===== src/rtl/cy_sync_edge_status_v1_0_pkg.sv =====
// Shared encodings and helpers for the synchronized edge-status block.
// Edge-mode values match the legacy CY_EDGE_* defines used by the status register firmware.
package cy_sync_edge_status_v1_0_pkg;

   localparam logic [1:0] CY_EDGE_RISE = 2'd0;
   localparam logic [1:0] CY_EDGE_FALL = 2'd1;
   localparam logic [1:0] CY_EDGE_BOTH = 2'd2;

   // A zero-cycle debounce still needs a legal one-bit counter declaration.
   function automatic int cnt_width(input int cycles);
      return (cycles < 1) ? 1 : $clog2(cycles + 1);
   endfunction

   function automatic logic edge_qualify(input logic [1:0] mode, input logic prev, input logic next);
      case (mode)
         CY_EDGE_RISE: return !prev && next;
         CY_EDGE_FALL: return prev && !next;
         default:      return prev != next;
      endcase
   endfunction

endpackage


===== src/rtl/cy_sync_edge_status_v1_0_debounce_bit.sv =====
// One debounced input bit: mismatch counter, accepted-level flop and an
// edge event that fires in the same cycle the level is about to change.
module cy_debounce_bit
   import cy_sync_edge_status_v1_0_pkg::*;
#(
   parameter int DebounceCycles = 4,
   parameter int EdgeMode       = 2
) (
   input  logic clock,
   input  logic reset_n,
   input  logic sample,
   output logic level,
   output logic evt
);

   localparam int            CW   = cnt_width(DebounceCycles);
   localparam logic [CW-1:0] LAST = CW'((DebounceCycles > 0) ? DebounceCycles - 1 : 0);

   logic [CW-1:0] count;
   logic [CW-1:0] count_next;
   logic          level_next;

   // A single matching sample restarts the count, so short glitches never reach LAST.
   always_comb begin
      count_next = '0;
      level_next = level;
      if (DebounceCycles == 0) begin
         level_next = sample;
      end else if (sample != level) begin
         if (count == LAST) begin
            level_next = sample;
         end else begin
            count_next = count + 1'b1;
         end
      end
   end

   assign evt = edge_qualify(2'(EdgeMode), level, level_next);

   always_ff @(posedge clock or negedge reset_n) begin
      if (!reset_n) begin
         count <= '0;
         level <= 1'b0;
      end else begin
         count <= count_next;
         level <= level_next;
      end
   end

endmodule


===== src/rtl/cy_sync_edge_status_v1_0.sv =====
// Debounced edge detector with clear-on-read sticky status and a maskable,
// registered interrupt for the UDB status register / ISR path.
module cy_sync_edge_status_v1_0
   import cy_sync_edge_status_v1_0_pkg::*;
#(
   parameter int SignalWidth    = 1,
   parameter int DebounceCycles = 4,
   parameter int EdgeMode       = 2
) (
   input  logic                   clock,
   input  logic                   reset_n,
   input  logic [SignalWidth-1:0] s_in,
   input  logic [SignalWidth-1:0] int_mask,
   input  logic                   status_rd,
   output logic [SignalWidth-1:0] level,
   output logic [SignalWidth-1:0] status,
   output logic                   interrupt
);

   logic [SignalWidth-1:0] evt;
   logic [SignalWidth-1:0] status_next;

   for (genvar i = 0; i < SignalWidth; i++) begin : g_bit
      cy_debounce_bit #(
         .DebounceCycles(DebounceCycles),
         .EdgeMode      (EdgeMode)
      ) u_bit (
         .clock  (clock),
         .reset_n(reset_n),
         .sample (s_in[i]),
         .level  (level[i]),
         .evt    (evt[i])
      );
   end

   // A new event wins over a coincident read so no edge is ever lost.
   assign status_next = evt | (status & ~{SignalWidth{status_rd}});

   // Interrupt follows the registered status, one clock behind it.
   always_ff @(posedge clock or negedge reset_n) begin
      if (!reset_n) begin
         status    <= '0;
         interrupt <= 1'b0;
      end else begin
         status    <= status_next;
         interrupt <= |(status & int_mask);
      end
   end

endmodule


===== config.mk =====
export PLATFORM = sky130hd
export DESIGN_NAME = cy_sync_edge_status_v1_0
export DESIGN_NICKNAME = d
export VERILOG_FILES = /design/src/rtl/cy_sync_edge_status_v1_0_pkg.sv /design/src/rtl/cy_sync_edge_status_v1_0_debounce_bit.sv /design/src/rtl/cy_sync_edge_status_v1_0.sv
export SDC_FILE = /design/constraint.sdc
export NUM_CORES = 1
export LEC_CHECK = 0
export ABC_AREA = 1
export CORE_AREA = 2 2 39 41
export DETAILED_ROUTE_END_ITERATION = 8
export DIE_AREA = 0 0 41 43
export PLACE_DENSITY = 0.39
export SLEW_MARGIN = 20
export SYNTH_ARGS = -nofsm -noshare
export SYNTH_HDL_FRONTEND = slang
export SYNTH_HIERARCHICAL = 1
export SYNTH_SLANG_ARGS = --single-unit

===== constraint.sdc =====
create_clock -name clock -period 0.9 [get_ports clock]
set_input_delay 0.09 -clock clock [delete_from_list [all_inputs] [get_ports clock]]
set_output_delay 0.09 -clock clock [all_outputs]
set_load 0.1 [all_outputs]

## After elaboration in Yosys (flattened, before gate mapping)

Index checks and enable logic that the tools add are counted.

| word-level totals | value |
|---|---|
| register bits | 6 |
| output and inout bits | 3 |

| cells by class | value |
|---|---|
| add/sub/neg operators | 1 |
| equality and inequality tests | 3 |
| mux-type cells | 4 |
| bitwise operators | 4 |

Operator list:

| operator | count |
|---|---|
| $mux W3 | 2 |
| $add A3 B1 Y3 const B | 1 |
| $eq A3 B2 Y1 const B | 1 |
| $and A1 B1 Y1 | 2 |
| $mux W1 | 2 |
| $ne A1 B1 Y1 | 2 |
| $not A1 Y1 | 1 |
| $or A1 B1 Y1 | 1 |

## Depth between registers and ports, before layout

Gate-level depths: netlist (run 1).

| depth | value |
|---|---|
| depth in word-level cells | 5 |
| mapped depth | 6 |
| depth with buffers taken out | 6 |

## Hierarchy

Netlist (run 1), hierarchy kept.

Modules (own cells, without submodules):

| module | instances | cells an instance | area an instance (µm²) | sequential area each (µm²) |
|---|---|---|---|---|
| cy_debounce_bit | 1 | 24 | 192.7 | 100.1 |
| cy_sync_edge_status_v1_0 | 1 | 8 | 72.6 | 50.0 |

## Least setup slack after synthesis (run 1)

No wires, ideal clock.

| timing | value |
|---|---|
| path type | reg2reg |
| from | register g_bit[0].u_bit.level |
| to | register status |
| arrival time | 1.314 ns |
| required time | 0.778 ns |
| slack | -0.536 ns |
| cell stages (with the launch flop) | 6 |
| period minus slack after synthesis | 1.436 ns |
| cells stage by stage | dfrtp_1 > nand2_1 > nand2_2 > nor2_1 > inv_1 > nand2_1 |

| between the ends | value |
|---|---|
| longest elaborated chain between the ends | 4 |
| elaborated cells between the ends (all ways) | 5 |

RTL lines:

| element | line | source |
|---|---|---|
| start: declaration | cy_sync_edge_status_v1_0_debounce_bit.sv:12 | `output logic level,` |
| start signal: assignment | cy_sync_edge_status_v1_0_debounce_bit.sv:46 | `level <= level_next;` |
| $mux W1 / $ne A1 B1 Y1 (equally long branches) | cy_sync_edge_status_v1_0_debounce_bit.sv:30, cy_sync_edge_status_v1_0_debounce_bit.sv:29 |  |
| $mux W1 | cy_sync_edge_status_v1_0_debounce_bit.sv:29 | `end else if (sample != level) begin` |
| $ne A1 B1 Y1 * | cy_sync_edge_status_v1_0_pkg.sv:18 | `default: return prev != next;` |
| net evt | cy_sync_edge_status_v1_0.sv:20 | `logic [SignalWidth-1:0] evt;` |
| $or A1 B1 Y1 * | cy_sync_edge_status_v1_0.sv:37 | `assign status_next = evt \| (status & ~{SignalWidth{status_rd}});` |
| net status_next | cy_sync_edge_status_v1_0.sv:21 | `logic [SignalWidth-1:0] status_next;` |
| end signal: assignment | cy_sync_edge_status_v1_0.sv:45 | `status <= status_next;` |
| end: declaration | cy_sync_edge_status_v1_0.sv:16 | `output logic [SignalWidth-1:0] status,` |

Mark *: on every way through the listed nets, which the timed path passes. The rest lies on a longest branch.

## Worst setup path in the final report (run 1)

| timing | value |
|---|---|
| from | register g_bit[0].u_bit.level |
| to | output level |

RTL lines:

| element | line | source |
|---|---|---|
| end: declaration | cy_sync_edge_status_v1_0.sv:15 | `output logic [SignalWidth-1:0] level,` |

No word-level cell between the ends.

==> results of run 1 <==
-- routing by layer --
layer | share of wire [%] | up-vias | GRT usage, % | wire (µm)
met5 | 0 | - | 0 | 0
met4 | 0 | 0 | 6.00 | 0
met3 | 4.6 | 0 | 3.14 | 21
met2 | 52 | 4 | 9.06 | 240
met1 | 43 | 97 | 8.58 | 197
li1 | - | 121 | - | -
-- state kept, by name (all words and copies together), names as in the netlist --
| signal | count |
|---|---|
| interrupt | 1 |
| g_bit.u_bit/level | 1 |
| status | 1 |
| g_bit.u_bit/count | 3 |
-- final cells by class --
type,count,area [µm²],area share [%]
Sequential cell,6,156,33.9
Timing Repair Buffer,11,134,29.0
Multi-Input combinational cell,18,95.1,20.6
Inverter,8,30.0,6.50
Clock buffer,4,26.3,5.69
Tap cell,16,20.0,4.34
-- cell usage after synthesis --
cell     number  area (µm²)
nand3_1       1        5.00
dfrtp_1       6         150
nand2_1       9        33.8
nor2_1        4        15.0
nand2_2       3        18.8
ha_1          1        12.5
inv_1         8        30.0
-- what timing repair did --
action | CTS | global route
cloned | 0 | 0
resized for setup | 1 | 3
hold buffers | 0 | 0
setup buffers | 2 | 0
endpoints found under the setup margin | 6 | 8
-- stage by stage --
| stage | util (%) | hold slack (ns) | area [µm²] | worst slack, ns | setup TNS (ns) |
|---|---|---|---|---|---|
| 5_1_grt | 33.4 | 0.103 | 462 | -0.210 | -0.714 |
| 6_report | 33.4 | 0.0842 | 462 | -0.176 | -0.444 |
| 4_1_cts | 32.6 | 0.0868 | 452 | -0.190 | -0.523 |
| 3_5_place_dp | 29.4 | 0.354 | 407 | -0.125 | -0.239 |
| 3_3_place_gp | 29.4 | 0.352 | 407 | -0.141 | -0.260 |
| 2_1_floorplan | - | -0.206 | 272 | -0.146 | -0.330 |
-- power by group through the flow --
stage | Clock, mW | Combinational [mW] | Sequential (mW)
global route | 0.290 | 0.938 | 0.429
CTS | 0.275 | 0.850 | 0.420
floorplan | 0 | 0.182 | 0.724
detailed placement | 0 | 0.768 | 0.437
global placement | 0 | 0.764 | 0.432
finish | 0.260 | 0.871 | 0.419
-- cells by family (layout without fill, tap and decap cells) --
kind of cell,count (synthesis),count (layout),synth area share (%)
DFF,6,6,56.6
adders and majority gates,1,1,4.72
buffers and inverters,8,23,11.3
and+or+nand+nor,17,17,27.4
-- critical path: stages (launching register included) --
cell and delay, ns:
dfrtp_4 0.47, buf_6 0.12, buf_12 0.15
-- worst max-delay path by stage --
stage                                  end  slack, ns
after detailed placement  status$_DFF_PN0_      -0.13
after CTS                            level      -0.19
after global routing                 level      -0.21
after floorplan           status$_DFF_PN0_      -0.15
after global placement    status$_DFF_PN0_      -0.14
final                                level      -0.18
==> metrics.md, run 1 <==
| Metric | Value |
|---|---|
| Routability Congestion | `0.665` |
| Comb pwr share | `56.2%` |
| Critical R2R Launch | `g_bit[0].u_bit/level$_DFF_PN0_` |
| Antenna violations before repair | `0` |
| Die height | `43 µm` |
| Port bufs | `7` |
| Share of cells above drive strength 1 | `40.4%` |
| Fill cells | `146` |
| Finished Layout Cells | `63` |
| Final setup margin | `-0.176 ns` |
| Area grow syn2layout | `74.1%` |
| Synth Register Bits | `6` |
| Critical path data required time | `0.81 ns` |
| Slew Viols, Final | `0` |
| Startpoint types | `register` |
| Slew Limit Headroom | `82.3%` |
| Vias per Instance | `3.52` |
| Clock share of power | `16.8%` |
| Min Tclk post-route | `1.08 ns` |
| Peak VDD IR | `0.00106 V` |
| Initial Utilization | `19.2%` |
| Failing checks | `negative setup slack` |
| Largest net degree at the start of global routing | `7` |
| Worst hold path type | `primary input to async pin` |
| Sw power | `0.657 mW` |
| Critical path startpoint | `g_bit[0].u_bit/level$_DFF_PN0_` |
| Yosys Warn Count | `6` |
| Clock sinks | `6` |
| Die area | `1760 µm²` |
| Rows | `14` |
| RSZ-0062 raised after global routing | `true` |
| CP Capture Type | `output port` |
| Final setup fails | `7` |
| Antenna Nets Post-Route | `0` |
| Setup Crit Path Kind | `register to output port` |
| First-pass GRT wire length | `800 µm` |
| Mapped Avg Cell Area | `8.29 µm²` |
| Final hold violations | `0` |
| Clk buf depth | `2` |
| Final wirelength | `459 µm` |
| Critical Path AT | `0.99 ns` |
| Number of remaining DRC errors | `0` |
| Total nets after synthesis | `38` |
| Most common cell after layout, fill and taps aside | `nand2_1` |
| Pre-antenna DRT Iters | `2` |
| TritonCTS buffer count | `3` |
| Vias in the first global route | `220` |
| Vias | `222` |
| LEAKAGE | `0.233 nW` |
| Library cells used by synthesis | `7` |
| Reg-to-Reg End | `status$_DFF_PN0_` |
| Core ar. | `1380 µm²` |
| Worst-Skew Late Latency | `0.24 ns` |
| Power density over cell area | `3360 nW/µm²` |
| DPL Wire Length | `360 µm` |
| Int Pwr | `0.893 mW` |
| Seq/Total Area, Yosys | `56.6%` |
| Sequential power share | `27.1%` |
| Top-Level Pins | `8` |
| Clock tree root buffer cell | `clkbuf_4` |
| Gr usage total | `7.09%` |
| Mapped cell area | `265 µm²` |
| Gr ovfl total | `0` |
| Nets | `54` |
| Mapped Cells | `32` |
| Clock transition at path regs | `0.05 ns` |
| Ant diodes | `0` |
| Crit Path Max Fanout | `2` |
| Die width | `41 µm` |
| DR WL/cell | `7.29 µm` |
| Measured slew at the worst slew-check pin | `0.264 ns` |
| Sw Ratio | `42.4%` |
| H-tree levels | `1` |
| FF-to-FF setup slack | `-0.12 ns` |
| Reg2Reg Depth | `7` |
| MaxCap Viol Count | `0` |
| Fin crit share | `120%` |
| Clock skew | `0.00744 ns` |
| Commonest non-fill, non-tap cells in the layout | `nand2_1 (8), inv_1 (7), nor2_1 (4), clkdlybuf4s50_1 (4)` |
| Iter 0 DRT Violations | `1` |
| Post-Place Cells | `57` |
| Status | `complete, but fails checks` |
| FMAX | `930 MHz` |
| TritonCTS clock tree | `built` |
| PnR Total Power | `1.55 mW` |
Note: power is estimated with default switching activity, not from simulation.
==> inputs of run 2 (changes only) <==
- CELL_PAD_IN_SITES_DETAIL_PLACEMENT: default -> 0
- CELL_PAD_IN_SITES_GLOBAL_PLACEMENT: default -> 2
- CORE_AREA: 2 2 39 41 -> default
- CORE_UTILIZATION: default -> 20
- DIE_AREA: 0 0 41 43 -> default
- PLACE_DENSITY: 0.39 -> 0.62
- TNS_END_PERCENT: default -> 10
==> metrics.md, run 2 (synthesized netlist as in run 1, its figures left out) <==
| Metric | Value |
|---|---|
| Reg area | `155 µm²` |
| Int Pwr | `0.912 mW` |
| Largest net degree at the start of global routing | `7` |
| Top Metal Used | `met4` |
| MaxCap Viol Count | `0` |
| Met3 Wirelength | `21 µm` |
| Sequential power share | `26.9%` |
| Area grow syn2layout | `77.8%` |
| Pre-antenna DRT Iters | `2` |
| DR WL/cell | `9.58 µm` |
| Gr usage total | `10.1%` |
| Rows | `12` |
| Clock share of power | `15.8%` |
| Vias in the first global route | `224` |
| Critical path data required time | `0.81 ns` |
| Ant diodes | `0` |
| Count of hold-fix buffers inserted at cts | `0` |
| Gr ovfl total | `0` |
| First-pass GRT wire length | `917 µm` |
| Worst-Skew Late Latency | `0.25 ns` |
| CP Capture Type | `output port` |
| Fill cells | `128` |
| Largest Register | `g_bit.u_bit/count` |
| Routability Congestion | `0.658` |
| Die height | `38.4 µm` |
| Antenna violations before repair | `0` |
| Most common cell after layout, fill and taps aside | `nand2_1` |
| Nets | `54` |
| Max stage delay on crit path | `0.47 ns` |
| Core ar. | `1170 µm²` |
| Top-Level Pins | `8` |
| Die width | `38.4 µm` |
| Slew Limit Headroom | `80.3%` |
| FMAX | `925 MHz` |
| Startpoint types | `register` |
| Met1 WL | `262 µm` |
| Measured slew at the worst slew-check pin | `0.294 ns` |
| Clock skew | `0.00355 ns` |
| Cells along the critical path | `buf_6 -> buf_12` |
| Setup TNS | `-0.673 ns` |
| Crit Path Max Fanout | `2` |
| Clock tree root buffer cell | `clkbuf_4` |
| CP max-delay cell | `dfrtp_4` |
| Iter 0 DRT Violations | `2` |
| Max reg flops | `3` |
| Fin crit share | `120%` |
| Final wirelength | `575 µm` |
| Critical Path AT | `0.99 ns` |
| Power density over cell area | `3440 nW/µm²` |
| Clock sinks | `6` |
| Post-DP Area | `403 µm²` |
| Finished layout cell area | `472 µm²` |
| Setup Crit Path Kind | `register to output port` |
| Failing checks | `negative setup slack` |
| TritonCTS clock tree | `built` |
| Port bufs | `7` |
| LEAKAGE | `0.235 nW` |
| Peak VDD IR | `0.000956 V` |
| Sw power | `0.712 mW` |
| Number of remaining DRC errors | `0` |
| Final hold violations | `0` |
| Initial Utilization | `22.6%` |
| Sw Ratio | `43.9%` |
| Finished Layout Cells | `60` |
| Multi-input gate area | `113 µm²` |
| Share of cells above drive strength 1 | `41.3%` |
| Post-Place Cells | `55` |
| Antenna Nets Post-Route | `0` |
| H-tree levels | `1` |
| DPL Wire Length | `397 µm` |
| Comb pwr share | `57.3%` |
| Slew Viols, Final | `0` |
| Commonest non-fill, non-tap cells in the layout | `nand2_1 (8), inv_1 (7), dfrtp_1 (4), clkdlybuf4s50_1 (4)` |
| PnR Total Power | `1.62 mW` |
| Critical path buffers and inverters | `2` |
| Status | `complete, but fails checks` |
| Met2 wire length | `285 µm` |
| Die area | `1480 µm²` |
| RSZ-0062 raised after global routing | `true` |
| Clock transition at path regs | `0.05 ns` |
| Vias | `227` |
| TritonCTS buffer count | `3` |
| Worst hold path type | `primary input to async pin` |
| Min Tclk post-route | `1.08 ns` |
| Final setup margin | `-0.181 ns` |
| Vias per Instance | `3.78` |
| Largest delay share family, worst path | `flip-flops` |
| Final setup fails | `6` |
| Clk buf depth | `2` |
-- run 2: cell types whose count changed in the layout (fill, tap and decap cells not counted) --
cell | previous run | this run
dfrtp_2 | 2 | 1
clkbuf_1 | 1 | 0
dfrtp_1 | 3 | 4
ha_2 | 1 | 0
ha_4 | 0 | 1
nor2_2 | 0 | 1
nand2_4 | 1 | 2
nand2_2 | 3 | 2
nor2_1 | 4 | 3
-- run 2: worst register-to-register path, stage by stage (launching register included) --
cell and delay [ns]:
dfrtp_4 0.47, buf_4 0.15, inv_2 0.05, nand2_2 0.05, nand2_4 0.07, buf_4 0.11
nor2_1 0.03
-- run 2: routing by layer --
| metal | vias to the layer above | GRT usage [%] |
|---|---|---|
| li1 | 118 | - |
| met1 | 103 | 10.7 |
| met2 | 4 | 14.8 |
| met3 | 2 | 3.49 |
| met4 | 0 | 10.3 |
| met5 | - | 0 |
-- run 2: what timing repair did --
| item | in CTS | in global routing |
|---|---|---|
| resized for setup | 4 | 3 |
| setup endpoints to repair | 7 | 8 |
| pin swaps | 0 | 1 |
| buffers inserted | 1 | 1 |
-- run 2: layout make-up --
| class | count | share of cell area (%) |
|---|---|---|
| Clock buffer | 3 | 4.77 |
| Multi-Input combinational cell | 18 | 23.9 |
| Inverter | 8 | 6.37 |
| Timing Repair Buffer | 11 | 28.4 |
| Sequential cell | 6 | 32.9 |
| Tap cell | 14 | 3.71 |
-- run 2: power groups by stage --
| stage | registers, mW | clock network [mW] | logic (mW) |
|---|---|---|---|
| 2_1_floorplan | 0.722 | 0 | 0.182 |
| 3_3_place_gp | 0.430 | 0 | 0.763 |
| 3_5_place_dp | 0.434 | 0 | 0.778 |
| 4_1_cts | 0.419 | 0.274 | 0.869 |
| 5_1_grt | 0.442 | 0.291 | 0.989 |
| 6_report | 0.436 | 0.257 | 0.931 |
-- run 2: path summary, 6_finish.rpt --
check,from,to,slack [ns],depth (start not counted)
min in group clock,int_mask,interrupt$_DFF_PN0_,0.37,3
max,g_bit[0].u_bit/level$_DFF_PN0_,level,-0.18,2
max in group asynchronous,reset_n,g_bit[0].u_bit/level$_DFF_PN0_,0.56,1
min reg2reg,g_bit[0].u_bit/count[2]$_DFF_PN0_,g_bit[0].u_bit/count[2]$_DFF_PN0_,0.50,2
min,reset_n,g_bit[0].u_bit/level$_DFF_PN0_,0.09,1
max reg2reg,g_bit[0].u_bit/level$_DFF_PN0_,g_bit[0].u_bit/count[2]$_DFF_PN0_,-0.14,6
-- run 2: stage by stage --
stage                     worst slack [ns]  util, %  hold WS [ns]
after floorplan                     -0.146        -        -0.206
after detailed placement            -0.154     34.4         0.370
after global placement              -0.144     34.4         0.352
after global routing                -0.203     40.3         0.114
final                               -0.181     40.3        0.0909
after CTS                           -0.193     38.1        0.0995
==> inputs of run 3 (changes only) <==
- HOLD_SLACK_MARGIN: default -> 0.03
==> results of run 3 <==
Final layout, timing and power as in run 2 (identical DEF).
